### src/rtl/laji_int_ctrl.sv
// laji_int_ctrl: N-channel edge-latched, masked, prioritised interrupt controller for the Laji CPU.
// Define LAJI_INT_NESTING_EN to let a higher-priority channel preempt a running handler.
module laji_int_ctrl #(
    parameter int N_CH        = 3,
    parameter int ID_W        = 2,
    parameter int SYNC_STAGES = 2
) (
    input  logic            clk,
    input  logic            rst,
    input  logic [N_CH-1:0] int_n,
    input  logic [N_CH-1:0] mask,
    input  logic            ack,
    input  logic            eret,
    output logic            irq,
    output logic [ID_W-1:0] irq_id,
    output logic [N_CH-1:0] pending,
    output logic [N_CH-1:0] in_service
);
    localparam int SW = $clog2(SYNC_STAGES + 2);
    localparam logic [SW-1:0] SETTLED = SW'(SYNC_STAGES + 1);

    logic [N_CH-1:0] sync_q [SYNC_STAGES];
    logic [N_CH-1:0] hist_q, pending_q, pending_d, in_service_q, in_service_d;
    logic [N_CH-1:0] fall, allow, cand, ack_set, eret_clr;
    logic [SW-1:0]   settle_q;
    logic [ID_W-1:0] irq_id_q, irq_id_d;
    logic            irq_q, irq_d, gap_q, ack_fire, run;

    // The chain resets to idle-high; edges are ignored until it has refilled
    // from the live lines, so a line already low at reset release never latches.
    assign fall         = (settle_q == SETTLED) ? (hist_q & ~sync_q[SYNC_STAGES-1]) : '0;
    assign ack_fire     = ack & irq_q;
    assign ack_set      = ack_fire ? (N_CH'(1) << irq_id_q) : '0;
    assign eret_clr     = eret ? (in_service_q & (~in_service_q + N_CH'(1))) : '0;
    assign pending_d    = (pending_q & ~ack_set) | fall;
    assign in_service_d = (in_service_q & ~eret_clr) | ack_set;
    assign cand         = pending_q & ~mask & allow;
    assign irq_d        = ~ack_fire & ~gap_q & (|cand);

    always_comb begin
        allow = '0;
        run   = 1'b0;
        for (int i = 0; i < N_CH; i++) begin
`ifdef LAJI_INT_NESTING_EN
            run = run | in_service_q[i];
`else
            run = |in_service_q;
`endif
            allow[i] = ~run;
        end
    end

    always_comb begin
        irq_id_d = '0;
        for (int i = N_CH - 1; i >= 0; i--)
            if (cand[i]) irq_id_d = ID_W'(i);
    end

    always_ff @(posedge clk or posedge rst) begin
        if (rst) begin
            for (int s = 0; s < SYNC_STAGES; s++) sync_q[s] <= '1;
            hist_q       <= '1;
            settle_q     <= '0;
            pending_q    <= '0;
            in_service_q <= '0;
            irq_q        <= 1'b0;
            irq_id_q     <= '0;
            gap_q        <= 1'b0;
        end else begin
            sync_q[0] <= int_n;
            for (int s = 1; s < SYNC_STAGES; s++) sync_q[s] <= sync_q[s-1];
            hist_q       <= sync_q[SYNC_STAGES-1];
            settle_q     <= (settle_q == SETTLED) ? settle_q : settle_q + SW'(1);
            pending_q    <= pending_d;
            in_service_q <= in_service_d;
            irq_q        <= irq_d;
            irq_id_q     <= irq_id_d;
            gap_q        <= ack_fire;
        end
    end

    assign irq        = irq_q;
    assign irq_id     = irq_id_q;
    assign pending    = pending_q;
    assign in_service = in_service_q;
endmodule

### config.mk
export PLATFORM = sky130hd
export DESIGN_NAME = laji_int_ctrl
export DESIGN_NICKNAME = d
export VERILOG_FILES = /design/src/rtl/laji_int_ctrl.sv
export SDC_FILE = /design/constraint.sdc
export NUM_CORES = 1
export LEC_CHECK = 0
export BUFFER_PORTS_ARGS = -buffer_cell sky130_fd_sc_hd__buf_2
export CAP_MARGIN = 25
export CORE_MARGIN = 2
export CORE_UTILIZATION = 25
export DETAILED_ROUTE_END_ITERATION = 7
export PLACE_DENSITY = 0.45
export SLEW_MARGIN = 20
export SYNTH_ARGS = -nofsm -noshare
export SYNTH_HDL_FRONTEND = slang
export SYNTH_SLANG_ARGS = --single-unit
export TNS_END_PERCENT = 30
### constraint.sdc
create_clock -name clk -period 3.35 [get_ports clk]
set_input_delay 0 -clock clk [delete_from_list [all_inputs] [get_ports clk]]
set_output_delay 0 -clock clk [all_outputs]
set_load 0.01 [all_outputs]
==> impl_metrics.ini, run 1 <==
[global_routing]
grt_pass1_vias = 484
grt-ovfl-total = 0
grt_use_met3 = 0.0502
grt_start_max_net_pins = 22
gr-max-usage-layer = met2
antenna_found_initial = 0
globalRouteTotalUtil = 0.0881
grt_use_met1 = 0.106
grt_util_met2 = 0.138
grt_pass1_wl_microns = 2190

[run]
maxCapViolCount = 0

[clock_network]
cts_buffers = 3
path_clk_slew_ns = 0.11
cts_tree = built
clock_latency_ns = 0.30
h-tree-depth = 1
ctsLongestPathBuffers = 2
clock-sinks = 21
cts_resized = 0
cts-root-buf = clkbuf_4

[power_and_ir_drop]
ir_worst_vdd_mv = 0.273
leakage_nw = 0.443
powerDensity_nw_per_um2 = 640

[sta]
finClkSkew_ns = 0.000264
fin_crit_ns = 1.17
slew_headroom = 0.481
hold_viol = 0
grt_setup_unrepaired = false
worstMarginPinSlew_ns = 0.778
post-route-period-util = 0.349
setup_tns_ns = 0
fmax_mhz = 856
drv_slew = 0
setup_viol = 0

[route]
wl_per_cell_microns = 11.8
wl_microns = 1340
postRouteAntennaNets = 0
first_pass_iters = 4
vias_per_cell = 4.36
vias = 497
post-route-drc-count = 0
drtIter0Drc = 35

[finish]
final_nets = 93
drive_gt1_frac = 0.432
syn2layout_area_growth_pct = 29.7
stdcell_count = 114
layout_commonest_cell = buf_2
antennaDiodeCount = 0
layout_common_cells = buf_2 (18), dfrtp_1 (12), dfstp_2 (9)

[worst_setup_path]
path_delay_family = simple AND/OR/NAND/NOR gates
critPathCaptureType = register
cp_data_arrival_time_ns = 1.39
r2r_setup_slack_ns = 2.18
critPathMaxFanout = 6
worstSetupStartpointType = register
path_cells = or3_4 -> nor4b_4
path_class = register to register
required_ns = 3.57
slowest_delay_ns = 0.44
timing.critical_path.slowest_stage_cell = dfrtp_1
crit_buf_inv = 0

[placement]
hpwl_microns = 999
dp.cells = 103
place_congestion = 0.677
io_buffers = 18

[floorplan]
io_pins = 19
die_area_sq_um = 3550
dieHeight_microns = 59.6
start_util = 0.257
core-area_sq_um = 3000
die_x_microns = 59.6
rows = 20

[yosys]
synth.top_cell.area_share = 0.389
synth-seq-area-share = 0.695
syn-mean-instance-area_sq_um = 14.8
ys_ff_latch = 21
syn-num-nets = 63
synth_area_leader_cell = dfrtp_1
synthesis.area_sq_um = 772
yosysWarnings = 0
synth_cell_types = 21
synth_cells = 52
yosys-top-cells-area = dfrtp_1 (39%), dfstp_2 (31%), nor4b_4 (3.1%)

[outcome]
status = completed

[hold_path]
hp-class = input port to register
==> tightest hold or removal path: stages <==
cell and delay (ns):
buf_2 0.08, nor2b_1 0.08, nor3b_1 0.15
==> repair_timing <==
item / in CTS / in global routing
hold buffers: 7 / 0
setup buffers: 0 / 0
hold endpoints to repair: 18 / 0
==> power by group <==
part           total, W  switching (W)  leakage [nW]  internal, W
registers      0.000343      0.0000396         0.234     0.000303
clock network  0.000119      0.0000745        0.0177    0.0000445
logic          0.000178      0.0000826         0.192    0.0000957
==> cells by family after synthesis <==
family / count (synthesis) / synth area share
fa+ha+maj: 1 / 0.0162
simple gates: 14 / 0.157
compound gates: 8 / 0.0762
mux: 1 / 0.0146
flops: 21 / 0.695
buf+inv: 6 / 0.0292
xor+xnor: 1 / 0.0113
==> path summary, 6_finish.rpt <==
kind / cells after the start / endpoint / from
max reg2reg: 2 / irq_id[1] / in_service[0]
max: 2 / irq_id[1] / in_service[0]
min reg2reg: 0 / sync_q[2] / sync_q[5]
min: 3 / irq_id[0] / mask[1]
max in group asynchronous: 3 / settle_q[0] / rst
min in group asynchronous: 3 / settle_q[1] / rst
==> stage by stage <==
step / area (sq um) / util / hold slack, ns / worst slack [ns] / power, W
detailed placement: 903 / 0.301 / 0.106 / 2.20 / 0.000523
floorplan: 772 / - / -0.0301 / 2.18 / 0.000456
CTS: 1000 / 0.333 / 0.0260 / 2.18 / 0.000653
finish: 1000 / 0.333 / 0.0308 / 2.18 / 0.000640
global placement: 903 / 0.301 / 0.106 / 2.22 / 0.000521
global route: 1000 / 0.333 / 0.0355 / 2.12 / 0.000689
==> routing by layer <==
metal,vias up,part of all wire,wire (microns)
met1,244,0.45,601
met4,0,0,0
met5,-,0,0
li1,237,-,-
met3,0,0.070,94
met2,16,0.48,646
==> cell type report <==
cell class / instances / area, sq um
Fill cell: 318 / 2000
Sequential cell: 21 / 537
Multi-Input combinational cell: 25 / 213
Timing Repair Buffer: 25 / 160
Tap cell: 33 / 41.3
Clock buffer: 3 / 22.5
Inverter: 6 / 22.5
Clock inverter: 1 / 5.00
==> Yosys cell counts, drive strengths merged <==
library cell,count
ha,1
xnor2,1
a32o,2
nor4b,1
nand4bb,1
nor3,1
dfrtp,12
inv,6
o311a,1
nor3b,2
nand4b,2
nor2b,3
and2b,1
o2bb2ai,1
dfstp,9
o21ai,3
or3,1
mux2,1
and2,1
a21oi,1
nand2,1
==> flip-flops by register name (all words and copies together), names as in the netlist <==
signal / flops
sync_q: 6
irq_id: 2
irq: 1
in_service: 3
gap_q: 1
pending: 3
settle_q: 2
hist_q: 3
No activity file was read; power rests on OpenSTA's default activity.
==> run 2, diff against run 1 <==
PLACE_DENSITY = 0.46   (was 0.45)
clock period = 0.99 ns   (was 3.35 ns; I/O delays follow)
==> run 2 against run 1 <==
The run now ends with negative setup slack left. Clock power rose to 3.4 times the previous value. Clock skew rose by 0.0045 ns. Cell area rose by 17%. Clock-buffer cell count did not move. Worst hold slack got worse by 0.021 ns. Combinational power rose to 5.5 times the previous value. Register-to-register slack got worse by 2.3 ns. Final cell count rose by 8.8%. Non-clock buffer count rose by 10. Global-route usage rose by 0.48 points. Power rose to 4.0 times the previous value. Die area did not move.
==> impl_metrics.ini, run 2 (synthesis results as in run 1) <==
[sta]
drv_slew = 0
slew_headroom = 0.825
finClkSkew_ns = 0.00472
setup_tns_ns = -0.219
fin_crit_ns = 1.09
post-route-period-util = 1.10
fmax_mhz = 919
setup_viol = 6
worst_slack_ns = -0.0986
hold_viol = 0
worstMarginPinSlew_ns = 0.262
grt_setup_unrepaired = true

[clock_network]
cts_buffers = 3
path_clk_slew_ns = 0.11
clock_latency_ns = 0.30
clock-sinks = 21
cts-root-buf = clkbuf_4
h-tree-depth = 1
cts_tree = built
ctsLongestPathBuffers = 2

[floorplan]
start_util = 0.257
die_x_microns = 59.6
dieHeight_microns = 59.6
io_pins = 19
core-area_sq_um = 3000
rows = 20
die_area_sq_um = 3550

[worst_setup_path]
r2r_end = irq_id[1]
r2r_setup_slack_ns = -0.1
critPathMaxFanout = 3
timing.critical_path.slowest_stage_cell = dfrtp_1
critPathCaptureType = register
required_ns = 1.21
cp_data_arrival_time_ns = 1.30
worstSetupStartpointType = register
r2r_cells = 2
slowest_delay_ns = 0.44
critPathLaunch = in_service[0]
path_class = register to register
r2r-start = in_service[0]
path_cells = or3_4 -> nor4b_4

[hold_path]
hold_depth = 2
hp-class = input port to register
min_from = ack
worstHoldEndpoint = gap_q

[finish]
syn2layout_area_growth_pct = 52.2
nFillCells = 297
layout_commonest_cell = buf_2
fin_area_sq_um = 1170
regMostFlops = sync_q
drive_gt1_frac = 0.593
layout_common_cells = buf_2 (14), dfrtp_1 (12), dfstp_2 (9)
post-route-util = 0.391
largest_register_ffs = 6
final_nets = 103
antennaDiodeCount = 0

[route]
vias_per_cell = 4.19
wl_per_cell_microns = 12.4
vias = 520
wl_microns = 1540
first_pass_iters = 2
drtIter0Drc = 12
post-route-drc-count = 0
postRouteAntennaNets = 0

[placement]
placed_cell_area_sq_um = 978
place_congestion = 0.680
io_buffers = 18

[global_routing]
globalRouteTotalUtil = 0.0929
grt-ovfl-total = 0
grt_start_max_net_pins = 22
antenna_found_initial = 0
grt_pass1_wl_microns = 2340
grt_pass1_vias = 490

[outcome]
status = finished, violations left
violations = negative setup slack

[power_and_ir_drop]
leakage_nw = 0.527
ir_worst_vdd_mv = 0.979
powerDensity_nw_per_um2 = 2150

[run]
maxCapViolCount = 0
[run 2: cell types whose count changed in the layout (fill, tap and decap cells not counted), moves of 2 or more]
cell	delta
o21ai_1	+2
buf_4	+7
o21ai_0	-2
buf_2	-4
nor3b_2	+2
buf_6	+8
nor3b_1	-2
nor2b_1	-2
[run 2: how the worst max path moves through the flow]
stage | end | cells after the start
2_1_floorplan | irq_id[1] | 2
3_3_place_gp | irq_id[0] | 2
3_5_place_dp | settle_q[1] | 2
4_1_cts | irq_id[0] | 2
5_1_grt | irq_id[1] | 2
6_report | irq_id[1] | 2
[run 2: worst max-delay path, delay by kind of cell (launching register included)]
family,cells,cell delay [ns]
flip-flops,1,0.44
AND/OR/NAND/NOR,2,0.57
[run 2: metrics by stage]
step	std cells	setup slack, ns	hold WS [ns]	total power [W]
3_3_place_gp	113	-0.0663	0.0417	0.00187
2_1_floorplan	52	-0.116	-0.0301	0.00154
3_5_place_dp	113	-0.0816	0.0391	0.00188
6_report	124	-0.0986	0.00942	0.00253
4_1_cts	123	-0.0973	0.00326	0.00239
5_1_grt	124	-0.135	0.00356	0.00269
[run 2: area by class of cell]
cell class | count | area, sq um | area share
flip-flops and latches | 21 | 537 | 0.457
multi-input cells | 25 | 274 | 0.233
well taps | 33 | 41.3 | 0.0351
clock buffers | 3 | 22.5 | 0.0192
clock inverters | 1 | 5.00 | 0.00426
repair buffers | 35 | 273 | 0.232
inverters | 6 | 22.5 | 0.0192
[run 2: power breakdown]
group,internal [W],leakage [nW],total (W),switching (W)
Clock,0.000151,0.0177,0.000400,0.000249
Combinational,0.000591,0.276,0.000975,0.000384
Sequential,0.00103,0.234,0.00115,0.000128
[run 2: what timing repair did]
item                                    CTS  global route
gates resized for setup                   6            14
pin swaps                                 1             4
endpoints found under the setup margin    9            15
hold endpoints to repair                 26             0
hold buffers                              6             0
buffers inserted                          0             1
[run 2: layer usage]
layer	up-vias	track usage	part of all wire
li1	257	-	-
met1	248	0.119	0.45
met2	15	0.146	0.49
met3	0	0.0459	0.056
met4	0	0.0127	0
met5	-	0	0
